$ cat src/rtl/pll_ctrl_pkg.sv
// PLL bring-up sequencer shared types and constants.
// Imported by the sequencer top level.
package pll_ctrl_pkg;

    typedef enum logic [2:0] {
        ST_IDLE,
        ST_PROG,
        ST_CP_ON,
        ST_VCO_SETTLE,
        ST_MEASURE,
        ST_LOCKED,
        ST_FAULT
    } pll_state_t;

    localparam int PROG_LEN = 8;
    localparam int FB_DIV   = 64;
    localparam int CNT_W    = 8;

    function automatic logic [CNT_W-1:0] sat_inc(
        input logic [CNT_W-1:0] v
    );
        return (&v) ? v : v + 1'b1;
    endfunction

endpackage

$ cat src/rtl/pll_fb_sync.sv
// Feedback clock synchroniser with rising-edge detect.
// Emits a single REF_CLK-cycle pulse per FB_CLK rising edge.
module pll_fb_sync (
    input  logic clk,
    input  logic rst_n,
    input  logic fb_clk,
    output logic fb_pulse
);

    // [0],[1] synchronise; [2] is the delayed copy for edge detect
    logic [2:0] sync_q;

    always_ff @(posedge clk or negedge rst_n) begin
        if (!rst_n) begin
            sync_q <= '0;
        end else begin
            sync_q <= {sync_q[1:0], fb_clk};
        end
    end

    assign fb_pulse = sync_q[1] & ~sync_q[2];

endmodule

$ cat src/rtl/pll_ctrl_seq.sv
// PLL bring-up sequencer: program divider, enable charge pump and VCO,
// then verify the feedback frequency over repeated measurement windows.
module pll_ctrl_seq
    import pll_ctrl_pkg::*;
#(
    parameter int CP_DLY  = 64,
    parameter int VCO_DLY = 1024,
    parameter int WIN     = 256,
    parameter int TOL     = 1,
    parameter int MAX_TRY = 3
) (
    input  logic       REF_CLK,
    input  logic       PORB,
    input  logic       START,
    input  logic       STOP,
    input  logic [3:0] MULT,
    input  logic       FB_CLK,
    output logic [3:0] B_pll,
    output logic       EN_CP_pll,
    output logic       EN_VCO_pll,
    output logic       LOCK,
    output logic       FAULT,
    output logic       BUSY
);

    localparam int T_A   = (CP_DLY > VCO_DLY) ? CP_DLY : VCO_DLY;
    localparam int T_B   = (T_A > WIN) ? T_A : WIN;
    localparam int T_MX  = (T_B > PROG_LEN) ? T_B : PROG_LEN;
    localparam int TW    = $clog2(T_MX + 1);
    localparam int TRY_W = $clog2(MAX_TRY + 1);
    localparam int EXP_PER_MULT = WIN / FB_DIV;

    localparam logic [TW-1:0] PROG_END = TW'(PROG_LEN - 1);
    localparam logic [TW-1:0] ZERO_END = TW'(PROG_LEN);
    localparam logic [TW-1:0] CP_END   = TW'(CP_DLY - 1);
    localparam logic [TW-1:0] VCO_END  = TW'(VCO_DLY - 1);
    localparam logic [TW-1:0] WIN_END  = TW'(WIN - 1);
    localparam logic [TRY_W-1:0] TRY_LAST = TRY_W'(MAX_TRY - 1);

    pll_state_t       state_q, state_d;
    logic [3:0]       b_q, b_d;
    logic [TW-1:0]    timer_q, timer_d;
    logic [CNT_W-1:0] edge_q, edge_d, edge_now;
    logic [TRY_W-1:0] try_q, try_d;
    logic             pass_q, pass_d;
    logic             fb_pulse;
    logic             measuring;
    logic             win_end;
    logic             win_pass;
    int               exp_cnt;
    int               diff;

    pll_fb_sync u_fb_sync (
        .clk      (REF_CLK),
        .rst_n    (PORB),
        .fb_clk   (FB_CLK),
        .fb_pulse (fb_pulse)
    );

    assign measuring = (state_q == ST_MEASURE) ||
                       (state_q == ST_LOCKED);
    assign win_end   = measuring && (timer_q == WIN_END);
    // Edge on the closing cycle still belongs to this window
    assign edge_now  = fb_pulse ? sat_inc(edge_q) : edge_q;

    always_comb begin
        exp_cnt  = int'(b_q) * EXP_PER_MULT;
        diff     = int'(edge_now) - exp_cnt;
        win_pass = (diff <= TOL) && (diff >= -TOL);
    end

    always_comb begin
        state_d = state_q;
        b_d     = b_q;
        try_d   = try_q;
        pass_d  = pass_q;
        timer_d = timer_q + 1'b1;
        edge_d  = '0;
        unique case (state_q)
            ST_IDLE, ST_FAULT: begin
                if (START) begin
                    state_d = ST_PROG;
                    b_d     = MULT;
                end
            end
            ST_PROG: begin
                // Zero divider is rejected one cycle after PROG ends
                if (b_q == 4'd0) begin
                    if (timer_q == ZERO_END) state_d = ST_FAULT;
                end else if (timer_q == PROG_END) begin
                    state_d = ST_CP_ON;
                end
            end
            ST_CP_ON: begin
                if (timer_q == CP_END) state_d = ST_VCO_SETTLE;
            end
            ST_VCO_SETTLE: begin
                if (timer_q == VCO_END) begin
                    state_d = ST_MEASURE;
                    try_d   = '0;
                    pass_d  = 1'b0;
                end
            end
            ST_MEASURE: begin
                if (win_end) begin
                    if (win_pass) begin
                        if (pass_q) begin
                            state_d = ST_LOCKED;
                            pass_d  = 1'b0;
                        end else begin
                            pass_d  = 1'b1;
                        end
                    end else begin
                        pass_d = 1'b0;
                        if (try_q == TRY_LAST) state_d = ST_FAULT;
                        else try_d = try_q + 1'b1;
                    end
                end
            end
            ST_LOCKED: begin
                if (win_end && !win_pass) begin
                    state_d = ST_MEASURE;
                    try_d   = '0;
                    pass_d  = 1'b0;
                end
            end
            default: state_d = ST_IDLE;
        endcase

        if (STOP) begin
            state_d = ST_IDLE;
            b_d     = b_q;
        end

        if ((state_d != state_q) || win_end ||
            (state_d == ST_IDLE) || (state_d == ST_FAULT)) begin
            timer_d = '0;
        end

        if (measuring && !win_end && (state_d == state_q)) begin
            edge_d = edge_now;
        end
    end

    always_ff @(posedge REF_CLK or negedge PORB) begin
        if (!PORB) begin
            state_q <= ST_IDLE;
            b_q     <= '0;
            timer_q <= '0;
            edge_q  <= '0;
            try_q   <= '0;
            pass_q  <= 1'b0;
        end else begin
            state_q <= state_d;
            b_q     <= b_d;
            timer_q <= timer_d;
            edge_q  <= edge_d;
            try_q   <= try_d;
            pass_q  <= pass_d;
        end
    end

    assign B_pll      = b_q;
    assign EN_CP_pll  = (state_q == ST_CP_ON) ||
                        (state_q == ST_VCO_SETTLE) || measuring;
    assign EN_VCO_pll = (state_q == ST_VCO_SETTLE) || measuring;
    assign LOCK       = (state_q == ST_LOCKED);
    assign FAULT      = (state_q == ST_FAULT);
    assign BUSY       = !((state_q == ST_IDLE) ||
                          (state_q == ST_LOCKED) ||
                          (state_q == ST_FAULT));

endmodule

$ cat config.mk
export PLATFORM = sky130hd
export DESIGN_NAME = pll_ctrl_seq
export DESIGN_NICKNAME = d
export VERILOG_FILES = /design/src/rtl/pll_ctrl_pkg.sv /design/src/rtl/pll_fb_sync.sv /design/src/rtl/pll_ctrl_seq.sv
export SDC_FILE = /design/constraint.sdc
export NUM_CORES = 1
export LEC_CHECK = 0
export ABC_AREA = 1
export CAP_MARGIN = 25
export CORE_ASPECT_RATIO = 0.8
export CORE_MARGIN = 2
export CORE_UTILIZATION = 54
export CTS_BUF_LIST = sky130_fd_sc_hd__clkbuf_2
export CTS_CLUSTER_DIAMETER = 60
export DETAILED_ROUTE_END_ITERATION = 10
export PLACE_DENSITY = 0.78
export SETUP_SLACK_MARGIN = 0.4
export SYNTH_ARGS = -nofsm -noshare
export SYNTH_HDL_FRONTEND = slang
export SYNTH_SLANG_ARGS = --single-unit
$ cat constraint.sdc
create_clock -name REF_CLK -period 3.4 [get_ports REF_CLK]
set_clock_uncertainty 0.05 [all_clocks]
set_input_delay 0.34 -clock REF_CLK [delete_from_list [all_inputs] [get_ports REF_CLK]]
set_output_delay 0.34 -clock REF_CLK [all_outputs]
set_load 0.01 [all_outputs]
==> reports/metrics.cfg <==
[sta]
layout_worst_path_cycle_share_pct = 122
tightest_slew_ns = 0.488
layout_min_cycle_time_ns = 4.15
rsz0062_at_grt = yes
slew_violations = 0
setup_viol = 24
slew_headroom_pct = 67.2
timing.final.ws_setup_ns = -0.746
hold_viol = 0
fmax_mhz = 241
holdWs_ns = 0.293

[setup_path]
critPathLaunchType = flip-flop
timing.rr.start = edge_q[1]
r2r_setup_slack_ns = -0.75
rr_worst_depth = 27
crit_arrival_ns = 4.42
setup.worst_path.class = reg -> reg
cp-end-kind = flip-flop
reg2reg_to = edge_q[7]
crit_required_ns = 3.68
critPathMaxFanout = 8

[outcome]
violations = negative setup slack
status = finished, violations left

[floorplan]
io_pins = 18
die_area_um2 = 4690
dieHeight_um = 61.7
die_w_um = 76.1
start_util_pct = 57.5
rows = 20
core_area_um2 = 3900

[synthesis]
synth-seq-cells = 32
syn-cell-area_um2 = 2240
syn_nets = 315
synth-seq-area-share_pct = 35.7
avgSynthCellArea_um2 = 7.60
yosys_warnings = 0
syn_inst = 295
synth_cell_type_count = 34

[flow_run]
maxCapViolations = 0

[pwr]
worst_ir_drop_vdd_v = 0.000279
power_frac_comb_pct = 28.3
p_seq_share_pct = 49.4
internal_power_uw = 556
sw_frac_of_total_pct = 32.9
p_switching_uw = 272
powerDensity_nw_per_um2 = 260
clockPowerShare_pct = 22.4
leakage_uw = 0.00145

[final_layout]
areaGrowthSynthToFinish_pct = 42.2
fin_nets = 387
final_area_um2 = 3190
fin_util_pct = 81.7
antennaDiodeCount = 0
finalNonFillerCells = 423
fillCellCount = 248
drive_gt1_share_pct = 40.2

[route]
drt-initial-drc-count = 216
wl_per_cell_um = 15.5
ant_nets = 0
routed_wl_um = 6540
num_vias = 2340
drt_pass1_iterations = 5
drc = 0
via_per_inst = 5.53

[placed_design]
gp_routability_congestion = 0.953
place_hpwl_um = 3880
place_area_um2 = 2760
io_buffers = 17
preCtsSetupSlack_ns = -0.617
dp.cells = 397

[worst_hold_path]
hp-class = in -> async

[grt]
grt_first_pass_wirelength_um = 9670
grt_max_degree = 33
first_global_vias = 2153
overflow = 0
grt_usage_pct = 26.8
antenna_found_initial = 0

[clocking]
cts_made_buffers = 5
cts_root_buf = clkbuf_2
cts_tree = yes
cts.sinks = 32
hold_buffers = 0
clk_latency_ns = 0.38
clockBufferDepth = 2
clk_pin_slew_worst_paths_ns = 0.17
h-tree-depth = 2

==> power groups by stage <==
stage	combinational [uW]	sequential, uW	clock, uW
detailed placement	166	414	0
floorplan	95.0	416	0
global placement	160	413	0
global route	249	411	205
CTS	199	407	182
finish	234	409	185
==> cells in the final DEF, fill, tap and decap left out, types with 5 or more instances in the layout <==
| cell | n |
|---|---|
| nor2_4 | 7 |
| clkbuf_2 | 7 |
| dfrtp_1 | 32 |
| inv_1 | 43 |
| clkdlybuf4s50_1 | 17 |
| nand2_4 | 5 |
| nand2_1 | 40 |
| nor2_1 | 29 |
| nor2_2 | 16 |
| nand2_2 | 18 |
| inv_2 | 10 |
| o21ai_0 | 6 |
| ha_1 | 6 |
| nand3_2 | 5 |
| nor3_1 | 7 |
| nand3_1 | 19 |
| buf_4 | 45 |
==> cells in the mapped netlist, drive strengths merged <==
cell / number / area, um2
a211oi: 1 / 12.5
xnor2: 3 / 26.3
o31ai: 1 / 7.51
inv: 54 / 203
o21ai: 8 / 40.0
a21boi: 1 / 7.51
or2: 2 / 12.5
ha: 10 / 125
buf: 1 / 11.3
fa: 1 / 20.0
o221ai: 1 / 15.0
mux2: 1 / 11.3
nor3: 10 / 60.1
o2111ai: 1 / 8.76
nand2: 64 / 285
xor2: 9 / 78.8
nand3: 25 / 140
nand4: 3 / 25.0
dfrtp: 32 / 801
a21oi: 8 / 40.0
a2111oi: 1 / 8.76
a41oi: 1 / 8.76
nor2: 53 / 265
nand3b: 4 / 30.0
==> worst max-delay path by stage <==
stage / from / to / slack [ns] / cells after the start
after detailed placement: edge_q[1] / timer_q[10] / -0.62 / 25
after floorplan: edge_q[0] / timer_q[0] / -0.22 / 26
after global routing: edge_q[1] / timer_q[7] / -0.84 / 27
after global placement: edge_q[1] / timer_q[10] / -0.47 / 25
after CTS: edge_q[1] / edge_q[5] / -0.46 / 26
final: edge_q[1] / edge_q[7] / -0.75 / 27
==> what timing repair did <==
action | 4_1_cts | 5_1_grt
setup endpoints to repair | 24 | 24
gates resized for setup | 25 | 25
cloned | 1 | 0
pin swaps | 5 | 7
hold endpoints to repair | 0 | 0
buffers inserted | 10 | 7
==> flip-flops by register name (all words and copies together), names as in the netlist <==
| register | cells |
|---|---|
| pass_q | 1 |
| timer_q | 11 |
| state_q | 3 |
| B_pll | 4 |
| edge_q | 8 |
| u_fb_sync.sync_q | 3 |
| try_q | 2 |
==> worst max-delay path, cell delays in order (launching register included) <==
cell and delay (ns):
dfrtp_1 0.43, ha_2 0.20, nand2_2 0.09, nor2_4 0.04, nand2_2 0.08, nand2_4 0.07
inv_4 0.07, nand2_4 0.06, xor2_4 0.16, ha_4 0.17, fa_2 0.41, xor2_2 0.19
nor3_2 0.13, nand3_1 0.20, a2111oi_4 0.27, ha_1 0.29, nand2_1 0.08, nand2_2 0.09
nand2_2 0.11, nand2_4 0.06, nand3_4 0.08, nand2_4 0.08, nand2_2 0.09, nand2_2 0.06
nor2_4 0.15, buf_6 0.14, nand2_8 0.08, nor2_4 0.12
==> per-layer routing <==
layer  up-vias  global-route usage, %  part of all wire [%]
met4         0                   13.0                   4.9
li1       1072                      -                     -
met1      1108                   32.5                    41
met3        46                   4.69                   5.9
met2       114                   48.5                    48
met5         -                      0                     0
==> cells by family (layout without fill, tap and decap cells) <==
family | after synthesis | count (layout) | synth area share, %
xor gates and xnor gates | 12 | 12 | 4.69
DFF | 32 | 32 | 35.7
and+or+nand+nor | 161 | 162 | 36.5
adders and majority gates | 11 | 11 | 6.47
buffers and inverters | 55 | 127 | 9.54
muxes | 1 | 1 | 0.502
AOI/OAI and AO/OA | 23 | 23 | 6.64
==> layout make-up <==
cell class | count | area (um2) | area share [%]
Multi-Input combinational cell | 209 | 1530 | 48.1
Sequential cell | 32 | 801 | 25.1
Timing Repair Buffer | 65 | 542 | 17.0
Inverter | 54 | 205 | 6.43
Tap cell | 55 | 68.8 | 2.16
Clock buffer | 7 | 35.0 | 1.10
Clock inverter | 1 | 3.75 | 0.118
==> metrics by stage <==
stage | setup TNS [ns] | power [uW]
2_1_floorplan | -3.25 | 511
3_3_place_gp | -8.44 | 574
3_5_place_dp | -11.83 | 580
4_1_cts | -8.76 | 788
5_1_grt | -18.05 | 864
6_report | -16.06 | 828
No activity file was read; power rests on OpenSTA's default activity.
